<file path="src/rtl/registro_arbitro_rr.sv">
// ---------------------------------------------------------------------------
// registro_arbitro_rr
//
// Four requesters compete to write one shared W-bit register. A round-robin
// arbiter selects one winner, and the block loads that winner's data into the
// register and pulses its ack bit for one cycle. The register is then held
// for HOLD_CYCLES cycles before the next arbitration.
//
// Parameters
//   W            data width of each requester and of the shared register
//   HOLD_CYCLES  cycles spent in HOLD after each load (legal range 1..255)
//
// Ports
//   clk        system clock, rising edge
//   rst        synchronous, active-high reset
//   req[3:0]   request vector, bit i = requester i wants to write
//   din        packed data, requester i occupies din[i*W +: W]
//   ack[3:0]   one-hot, one-cycle pulse: requester i was loaded
//   q          shared register contents
//   q_valid    high once q holds any loaded value
//   owner      index of the requester whose data is in q
//   busy       high while in HOLD
//   dbg_state  current FSM state (0 = IDLE, 1 = HOLD), for observation only
//
// Handshake: a requester raises req[i] with din[i] stable and keeps both
// stable until it sees ack[i]. The load and the ack happen on the same edge,
// so ack[i] is both "data taken" and "request consumed". A req bit still high
// in the cycle after its ack counts as a fresh request. A req bit dropped
// before its ack is simply forgotten. din of a non-winner is never used.
// ---------------------------------------------------------------------------
module registro_arbitro_rr #(
   parameter int W           = 8,
   parameter int HOLD_CYCLES = 2
) (
   input  logic           clk,
   input  logic           rst,
   input  logic [3:0]     req,
   input  logic [4*W-1:0] din,
   output logic [3:0]     ack,
   output logic [W-1:0]   q,
   output logic           q_valid,
   output logic [1:0]     owner,
   output logic           busy,
   output logic           dbg_state
);

   localparam int N = 4;

   // The counter is reloaded with HOLD_CYCLES-1 on each grant. It then counts
   // down to zero, and the HOLD state is left on the edge where it reads zero.
   localparam logic [7:0] HOLD_RELOAD = 8'(HOLD_CYCLES - 1);

   typedef enum logic {
      S_IDLE = 1'b0,
      S_HOLD = 1'b1
   } state_t;

   state_t         state;
   logic [1:0]     rr_ptr;     // highest-priority index for the next grant
   logic [7:0]     hold_cnt;

   // Arbitration datapath (combinational, used only in IDLE)
   logic [2*N-1:0] req_dbl;
   logic [N-1:0]   req_rot;    // req rotated so that bit 0 is rr_ptr
   logic [1:0]     win_off;
   logic [1:0]     win_idx;
   logic [N-1:0]   win_onehot;
   logic [W-1:0]   win_data;
   logic           any_req;

   always_comb begin
      req_dbl    = {req, req} >> rr_ptr;
      req_rot    = req_dbl[N-1:0];
      any_req    = |req;
      // The lowest set bit of the rotated vector is the first requester at
      // or after rr_ptr in priority order. Scanning downward lets the last
      // assignment win.
      win_off    = '0;
      for (int i = N - 1; i >= 0; i--) begin
         if (req_rot[i]) begin
            win_off = 2'(i);
         end
      end
      // The 2-bit addition wraps modulo 4, which undoes the rotation.
      win_idx    = rr_ptr + win_off;
      win_onehot = N'(1) << win_idx;
      win_data   = din[int'(win_idx) * W +: W];
   end

   always_ff @(posedge clk) begin
      if (rst) begin
         state    <= S_IDLE;
         rr_ptr   <= '0;
         hold_cnt <= '0;
         q        <= '0;
         q_valid  <= 1'b0;
         owner    <= '0;
         ack      <= '0;
         busy     <= 1'b0;
      end else begin
         // ack is a pulse: it is cleared every cycle unless a grant re-raises it.
         ack <= '0;
         case (state)
            S_IDLE: begin
               if (any_req) begin
                  q        <= win_data;
                  owner    <= win_idx;
                  q_valid  <= 1'b1;
                  ack      <= win_onehot;
                  rr_ptr   <= win_idx + 2'd1;
                  hold_cnt <= HOLD_RELOAD;
                  busy     <= 1'b1;
                  state    <= S_HOLD;
               end
            end
            S_HOLD: begin
               // req is ignored for the whole HOLD window.
               if (hold_cnt != 8'd0) begin
                  hold_cnt <= hold_cnt - 8'd1;
               end else begin
                  busy  <= 1'b0;
                  state <= S_IDLE;
               end
            end
            default: begin
               state <= S_IDLE;
               busy  <= 1'b0;
            end
         endcase
      end
   end

   assign dbg_state = state;

   // Structural properties of the grant pulse
   a_ack_onehot : assert property (@(posedge clk) disable iff (rst)
      $onehot0(ack));
   a_ack_busy   : assert property (@(posedge clk) disable iff (rst)
      (|ack) |-> busy);
   a_ack_pulse  : assert property (@(posedge clk) disable iff (rst)
      (|ack) |=> (ack == '0));

endmodule

</file>
<file path="config.mk">
export PLATFORM = sky130hd
export DESIGN_NAME = registro_arbitro_rr
export DESIGN_NICKNAME = d
export VERILOG_FILES = /design/src/rtl/registro_arbitro_rr.sv
export SDC_FILE = /design/constraint.sdc
export NUM_CORES = 1
export LEC_CHECK = 0
export BUFFER_PORTS_ARGS = -buffer_cell sky130_fd_sc_hd__buf_2
export CORE_UTILIZATION = 31
export CTS_BUF_LIST = sky130_fd_sc_hd__clkbuf_4
export CTS_CLUSTER_SIZE = 25
export DETAILED_ROUTE_END_ITERATION = 8
export GPL_TIMING_DRIVEN = 0
export SYNTH_ARGS = -nofsm -noshare
export SYNTH_HDL_FRONTEND = slang
export SYNTH_SLANG_ARGS = --single-unit
</file>
<file path="constraint.sdc">
create_clock -name clk -period 2.8 [get_ports clk]
set_input_delay 0.56 -clock clk [delete_from_list [all_inputs] [get_ports clk]]
set_output_delay 0.56 -clock clk [all_outputs]
set_load 0.05 [all_outputs]
</file>
* Yosys cells after proc, flatten, opt, wreduce, memory -nomap -nowiden
Cells that the tools add are included.
** Word-level totals
- Output and inout bits :: 17
- Word-level logic and storage cells :: 38
- Register bits after elaboration :: 27
- Input port bits :: 38
** Operators by class
- Reduce and logical (&&, ||, !) cells :: 6
- Mux-type cells :: 13
- Shift operators :: 3
- Equality and inequality tests :: 3
- $add $sub $neg :: 3
- Bitwise operators :: 2
** Operators with widths (number)
- 32-bit by 6-bit variable part select with 8-bit output :: 1
- 8-bit 2-to-1 mux :: 2
- 8-bit one-hot mux with 2 select lines :: 1
- 2-bit 2-to-1 mux :: 4
- 8-bit nonzero test :: 1
- 8-bit by 2-bit right shift with 4-bit output :: 1
- 8-bit by 1-bit subtractor with 8-bit output, second input constant :: 1
- 2-bit AND reduction :: 3
- 1-bit 2-to-1 mux :: 4
- 2-bit inequality test, second input constant :: 2
- 1-bit one-hot mux with 2 select lines :: 2
- 4-bit OR reduction :: 1
- 1-bit by 2-bit left shift with 4-bit output, first input constant :: 1
- 3-bit OR reduction :: 1
- 2-bit by 1-bit adder with 2-bit output, second input constant :: 1
- 2-bit adder :: 1
- 2-bit by 1-bit inequality test with 1-bit output, second input constant :: 1
- 1-bit NOT :: 2

* Logic depth before layout (Yosys ltp)
Gate-level depths: netlist of run 1.
- Word-level depth :: 7
- Depth in mapped cells :: 13
- Gate-level depth less buffers :: 10

* Least setup slack after synthesis of run 1
OpenSTA, ideal clock, no wires.
- Path kind :: input-to-reg
- Start point :: input port req[2]
- End point :: register q[0]
- Slack :: -69 ps
- Stages :: 13
- Data required time :: 2678 ps
- Library setup time :: 122 ps
- Data arrival time :: 2747 ps
- Buffers on the path :: 3
- Cells stage by stage :: buf_2 -> nand2_1 -> nor2_1 -> a211oi_1 -> a31oi_1 -> a211o_1 -> ha_1 -> clkbuf_1 -> buf_2 -> mux2i_1 -> nor2_1 -> o211a_1 -> a221o_1
** On the way
- Longest elaborated chain between the ends :: 7
- Elaborated cells between the ends (all ways) :: 9
- Those cells by class :: 1 x add/sub; 2 x shift; 4 x mux; 2 x reduce/logical
** RTL lines
- start: declaration :: line 37 : input logic [3:0] req,
- 8-bit by 2-bit right shift with 4-bit output (*) :: line 72 : req_dbl = {req, req} >> rr_ptr;
- 2-bit 2-to-1 mux (3 in series) :: line 80 : if (req_rot[i]) begin
- 2-bit 2-to-1 mux (*) :: line 80
- 2-bit adder (*) :: line 85 : win_idx = rr_ptr + win_off;
- via win_idx[0] :: line 66 : logic [1:0] win_idx;
- 32-bit by 6-bit variable part select with 8-bit output (*) :: line 87 : win_data = din[int'(win_idx) * W +: W];
- end signal: assignment :: line 106 : q <= win_data;
- end: declaration :: line 40 : output logic [W-1:0] q,
Mark *: on every way through the listed nets, which the timed path passes. The rest lies on a longest branch.
A chain may end at the register's enable or synchronous reset.

* Worst setup path after layout of run 1
- Start point :: register rr_ptr[0]
- End point :: register q[7]
** On the way
- Longest elaborated chain between the ends :: 7
** RTL lines
- start: declaration :: line 59 : logic [1:0] rr_ptr;
- start signal: assignment :: line 110 : rr_ptr <= win_idx + 2'd1;
- 8-bit by 2-bit right shift with 4-bit output :: line 72
- 2-bit 2-to-1 mux (4 in series) :: line 80
- 2-bit adder (*) :: line 85
- via win_idx[0] :: line 66
- 32-bit by 6-bit variable part select with 8-bit output (*) :: line 87
Marked as above.

==> results.ini, run 1 <==
[timing]
tightestPinTransition_ns=0.600
layout_min_cycle_time_ns=2.62
setup_ws_ns=0.182
fin_crit_sh=0.935
slew_headroom=0.598
finalHoldViolations=0
slew_violations=0
skew_ns=0.00866
setup_viol=0
fmax_mhz=382

[clock_network]
htree_levels=1
holdBufCountCts=0
cts_setup_buffers=0
post_cts_resized=2
cts_tree=done
cts_root_buffer=clkbuf_4
clk_path_buf_depth=2
clk_latency_ns=0.34
cts.sinks=27
path_clk_slew_ns=0.16
numCtsBuffers=3

[placed_design]
port_buffers=50
dp_hpwl_um=2940
gp_congestion=0.733
pre_cts_ws_ns=-0.255
placed_cell_area_mm2=0.00203

[yosys]
syn-mean-instance-area_um2=8.66
synth_top_area_frac=0.322
synthCells=194
syn_area_mm2=0.00168
ys_types=50
synth_area_leaders=dfxtp_1, mux2i_1, nor2_1
synth_seq_cells=27
post-synth-top-count-cell=nor2_1
async_flop_share=0
synthFlopType=dfxtp_1
syn_nets=235
yosysTopAreaCell=dfxtp_1
yosysWarnings=0
yosys-top-cells-count=nor2_1, dfxtp_1, mux2i_1
synth_edf_count=0
synth-seq-area-share=0.322

[floorplan]
row_count=26
io-pin-count=55
core_mm2=0.00517
die_h_um=75.6
die_area_mm2=0.00572
die_x_um=75.6
start_util=0.325

[setup_path]
crit_required_ns=3.05
crit_top_cell=nor2_1
worst-path-max-fanout=10
rr_startpoint=rr_ptr[0]$_SDFFE_PP0P_
cp.arrival_ns=2.87
worstSetupStartpointType=flip-flop
crit_chain=clkbuf_4, nor2_1, a211oi_1, a31oi_1, a211o_1, ha_4, buf_8, mux2i_2, nor2_1, o211a_1, a221o_1
path_class=reg2reg
worst_path_max_delay_cell=dfxtp_2
crit_start=rr_ptr[0]$_SDFFE_PP0P_
max_stage_delay_ns=0.41
end_kind=flip-flop
r2r_cells=11

[cells_and_area]
num-nets-final=289
areaGrowthSynthToFinish_pct=26.7
fin_area_mm2=0.00213
diodes=0
drive_gt1_frac=0.356

[pwr]
ir_drop_uv=531
power.density_mw_per_mm2=1030
p_clk_frac=0.085
swShare=0.489
seqPwrFrac=0.256
power_frac_comb=0.660
power_leakage_uw=0.000995
power.net_switching_uw=1080
p_int_uw=1130

[run_status]
status=complete, no violations

[grt]
grt_overflow=0
grt_pass1_vias=1470
antenna_found_initial=0
grt_pass1_wl_um=6580
track_usage=0.149
grt_max_degree=17

[drt]
routed_wl_um=3970
via_per_inst=4.99
drt_pre_antenna_iters=4
final_antenna_net_count=0
drc_errors=0
vias=1583
dr.first_iter.drc_count=43
wl_per_cell_um=12.5

[hold_path]
min_from=owner[0]$_SDFFE_PP0P_
holdPathStages=2
hold_class=reg2reg

[job]
maxCapViolations=0

==> logic make-up (layout without fill, tap and decap cells) <==
kind of cell	Yosys count	count (layout)	share of synthesized area
compound gates	51	51	0.246
xor+xnor	4	4	0.0365
fa+ha+maj	3	3	0.0223
buf+inv	15	68	0.0432
flops	27	27	0.322
mux	19	19	0.115
simple gates	75	75	0.215
==> power by group through the flow <==
stage	sequential (uW)	clock [uW]	combinational, uW
after global routing	579	203	1590
after floorplan	860	0	794
final	563	187	1450
after CTS	559	190	1370
after detailed placement	565	0	1350
after global placement	570	0	1340
==> worst max-delay path: cells and delay by family, from the launching register on <==
kind,cells,cell delay (ns)
adders and majority gates,1,0.32
AOI/OAI and AO/OA,5,1.03
and+or+nand+nor,2,0.12
muxes,1,0.26
DFF,1,0.41
buffers and inverters,2,0.37
==> flip-flops by register name (all words and copies together), names as in the netlist <==
| name | count |
|---|---|
| hold_cnt | 8 |
| q | 8 |
| ack | 4 |
| owner | 2 |
| rr_ptr | 2 |
| busy | 1 |
| dbg_state | 1 |
| q_valid | 1 |
==> area by class of cell <==
type	count	area, um2
Timing Repair Buffer	50	250
Multi-Input combinational cell	152	1130
Fill cell	523	3040
Clock inverter	1	7.51
Inverter	2	7.51
Sequential cell	27	542
Clock buffer	3	22.5
Buffer	12	80.1
Tap cell	70	87.6
==> metrics by stage <==
step	instances	setup TNS, ns	total power (uW)	hold slack (ns)	util
2_1_floorplan	194	0	1650	0.465	-
5_1_grt	317	-0.00270	2370	0.527	0.412
6_report	317	0	2200	0.468	0.412
3_3_place_gp	314	-1.96	1910	0.446	0.392
4_1_cts	317	0	2120	0.471	0.401
3_5_place_dp	314	-1.92	1920	0.451	0.392
==> cell usage in the layout (no fill, tap or decap), types with 2 or more instances in the layout <==
| cell | instances |
|---|---|
| mux2i_2 | 6 |
| o211a_1 | 8 |
| dfxtp_1 | 26 |
| xnor2_4 | 2 |
| buf_4 | 2 |
| nand2_1 | 11 |
| o21ai_0 | 2 |
| clkbuf_4 | 4 |
| inv_1 | 2 |
| a221o_1 | 8 |
| ha_1 | 2 |
| mux2i_1 | 11 |
| a21oi_1 | 8 |
| nand3_1 | 2 |
| nand3b_1 | 2 |
| nor4_2 | 2 |
| a211oi_1 | 2 |
| clkbuf_1 | 3 |
| nor2_1 | 40 |
| a31oi_1 | 2 |
| nor3_1 | 5 |
| buf_2 | 54 |
| o22ai_1 | 8 |
| a21oi_2 | 3 |
==> final timing paths <==
path                                               to  slack, ns
worst max-delay path                q[7]$_SDFFE_PP0P_       0.18
worst max register to register      q[7]$_SDFFE_PP0P_       0.18
worst min register to register  owner[0]$_SDFFE_PP0P_       0.47
worst min-delay path            owner[0]$_SDFFE_PP0P_       0.47
==> layer usage <==
| metal | routed length [um] | vias up | GRT usage |
|---|---|---|---|
| li1 | - | 821 | - |
| met2 | 1840 | 51 | 0.257 |
| met1 | 1890 | 706 | 0.186 |
| met4 | 58 | 0 | 0.0597 |
| met3 | 183 | 5 | 0.0238 |
| met5 | 0 | - | 0 |
(Power assumes the default switching activity.)
==> inputs of run 2 (changes only) <==
--- a/config.mk
+++ b/config.mk
@@ -6,6 +6,7 @@
 export NUM_CORES = 1
 export LEC_CHECK = 0
 export BUFFER_PORTS_ARGS = -buffer_cell sky130_fd_sc_hd__buf_2
+export CORE_MARGIN = 4
 export CORE_UTILIZATION = 31
 export CTS_BUF_LIST = sky130_fd_sc_hd__clkbuf_4
 export CTS_CLUSTER_SIZE = 25
==> results.ini, run 2 (synthesis gave the netlist of run 1 again) <==
[pwr]
power_leakage_uw=0.000995
ir_drop_uv=535
power.density_mw_per_mm2=1050

[grt]
use_met3=0.0417
grt_pass1_wl_um=6870
grt_overflow=0
gr-usage-met2=0.215
antenna_found_initial=0
gr-max-usage-layer=met2
grtUsageMet1=0.169
track_usage=0.130
grt_pass1_vias=1500
grt_max_degree=16

[cells_and_area]
seq_area_um2=544
fillCellCount=522
drive_gt1_frac=0.368
layout_commonest_cell=buf_2
diodes=0
reg_top3=hold_cnt x8, q x8, ack x4
fin_area_mm2=0.00213
stdcell_count=317
num-nets-final=289
layout_common_cells=buf_2, nor2_1, dfxtp_1
areaGrowthSynthToFinish_pct=27.0
finish.utilization=0.413
multi_input_area_mm2=0.00113

[clock_network]
cts_root_buffer=clkbuf_4
holdBufCountCts=0
path_clk_slew_ns=0.16
clk_latency_ns=0.33
cts_tree=done
clk_path_buf_depth=2
cts.sinks=27
numCtsBuffers=3
htree_levels=1

[floorplan]
row_count=26
core_mm2=0.00517
io-pin-count=55
die_area_mm2=0.00666
start_util=0.325
die_h_um=81.6
die_x_um=81.6

[timing]
layout_min_cycle_time_ns=2.60
fmax_mhz=385
setup_viol=0
fin_crit_sh=0.929
slew_headroom=0.588
slew_violations=0
final.setup.tns_ns=0
finalHoldViolations=0
tightestPinTransition_ns=0.615
setup_ws_ns=0.200
skew_ns=0.0178
rsz0062_at_grt=no

[placed_design]
dp_cells=314
gp_congestion=0.807
pre_cts_ws_ns=-0.240
placed_cell_area_mm2=0.00203
port_buffers=50
dp_hpwl_um=3080

[drt]
drc_errors=0
routed_wl_um=4230
drt_pre_antenna_iters=4
final_antenna_net_count=0
vias=1620
dr.first_iter.drc_count=92
wl_per_cell_um=13.3
via_per_inst=5.11

[hold_path]
hold_class=reg2reg

[setup_path]
worstSetupStartpointType=flip-flop
crit_required_ns=3.05
worst-path-max-fanout=10
end_kind=flip-flop
cp.arrival_ns=2.85
path_class=reg2reg

[run_status]
status=complete, no violations

[job]
maxCapViolations=0

==> run 2: changes by cell type in the layout (fill, tap and decap cells not counted) <==
cell | before | now
buf_12 | 0 | 1
buf_8 | 1 | 0
clkinv_2 | 0 | 1
clkinvlp_4 | 1 | 0
dfxtp_2 | 1 | 0
dfxtp_4 | 0 | 1
mux2i_1 | 11 | 8
mux2i_2 | 6 | 9
xor2_2 | 0 | 1
xor2_4 | 1 | 0
==> run 2: what timing repair did <==
item | CTS | global route
setup endpoints to repair | 8 | 9
pin swaps | 0 | 0
buffers inserted | 0 | 0
resized for setup | 3 | 16
==> run 2: cell type report <==
type                       instances  share of cell area
multi-input combinational        152               0.530
sequential                        27               0.255
timing repair buffer              50               0.117
tap                               70              0.0410
buffer                            12              0.0399
clock buffer                       3              0.0106
inverter                           2             0.00352
clock inverter                     1             0.00234
==> run 2: final timing paths <==
check | start | to | slack, ns | cells past startpoint
min | owner[0]$_SDFFE_PP0P_ | owner[0]$_SDFFE_PP0P_ | 0.46 | 2
max reg2reg | rr_ptr[0]$_SDFFE_PP0P_ | q[3]$_SDFFE_PP0P_ | 0.20 | 12
min reg2reg | owner[0]$_SDFFE_PP0P_ | owner[0]$_SDFFE_PP0P_ | 0.46 | 2
max | rr_ptr[0]$_SDFFE_PP0P_ | q[3]$_SDFFE_PP0P_ | 0.20 | 12
==> run 2: report_power, final <==
| part | switching, uW | internal [uW] | total (uW) |
|---|---|---|---|
| clock network | 120 | 53.6 | 173 |
| logic | 898 | 596 | 1490 |
| registers | 65.8 | 498 | 564 |
| total | 1080 | 1150 | 2230 |
==> run 2: metrics by stage <==
| step | hold WS [ns] | total power, uW |
|---|---|---|
| floorplan | 0.465 | 1650 |
| global placement | 0.443 | 1920 |
| detailed placement | 0.449 | 1930 |
| CTS | 0.468 | 2140 |
| global route | 0.481 | 2400 |
| finish | 0.464 | 2230 |
==> run 2: routing by layer <==
metal  wire, um  share of wire
met5          0              0
met4         22         0.0052
met3        351          0.083
met2       1880           0.44
met1       1970           0.47
==> run 2: worst max-delay path: stages (launching register included) <==
cell and delay, ns:
dfxtp_4 0.39, clkbuf_4 0.18, nand2_1 0.07, nor2_1 0.04, a211oi_1 0.21, a31oi_1 0.07, a211o_1 0.27, ha_4 0.32
buf_6 0.17, mux2i_1 0.26, nor2_1 0.07, o211a_1 0.22, a221o_1 0.25
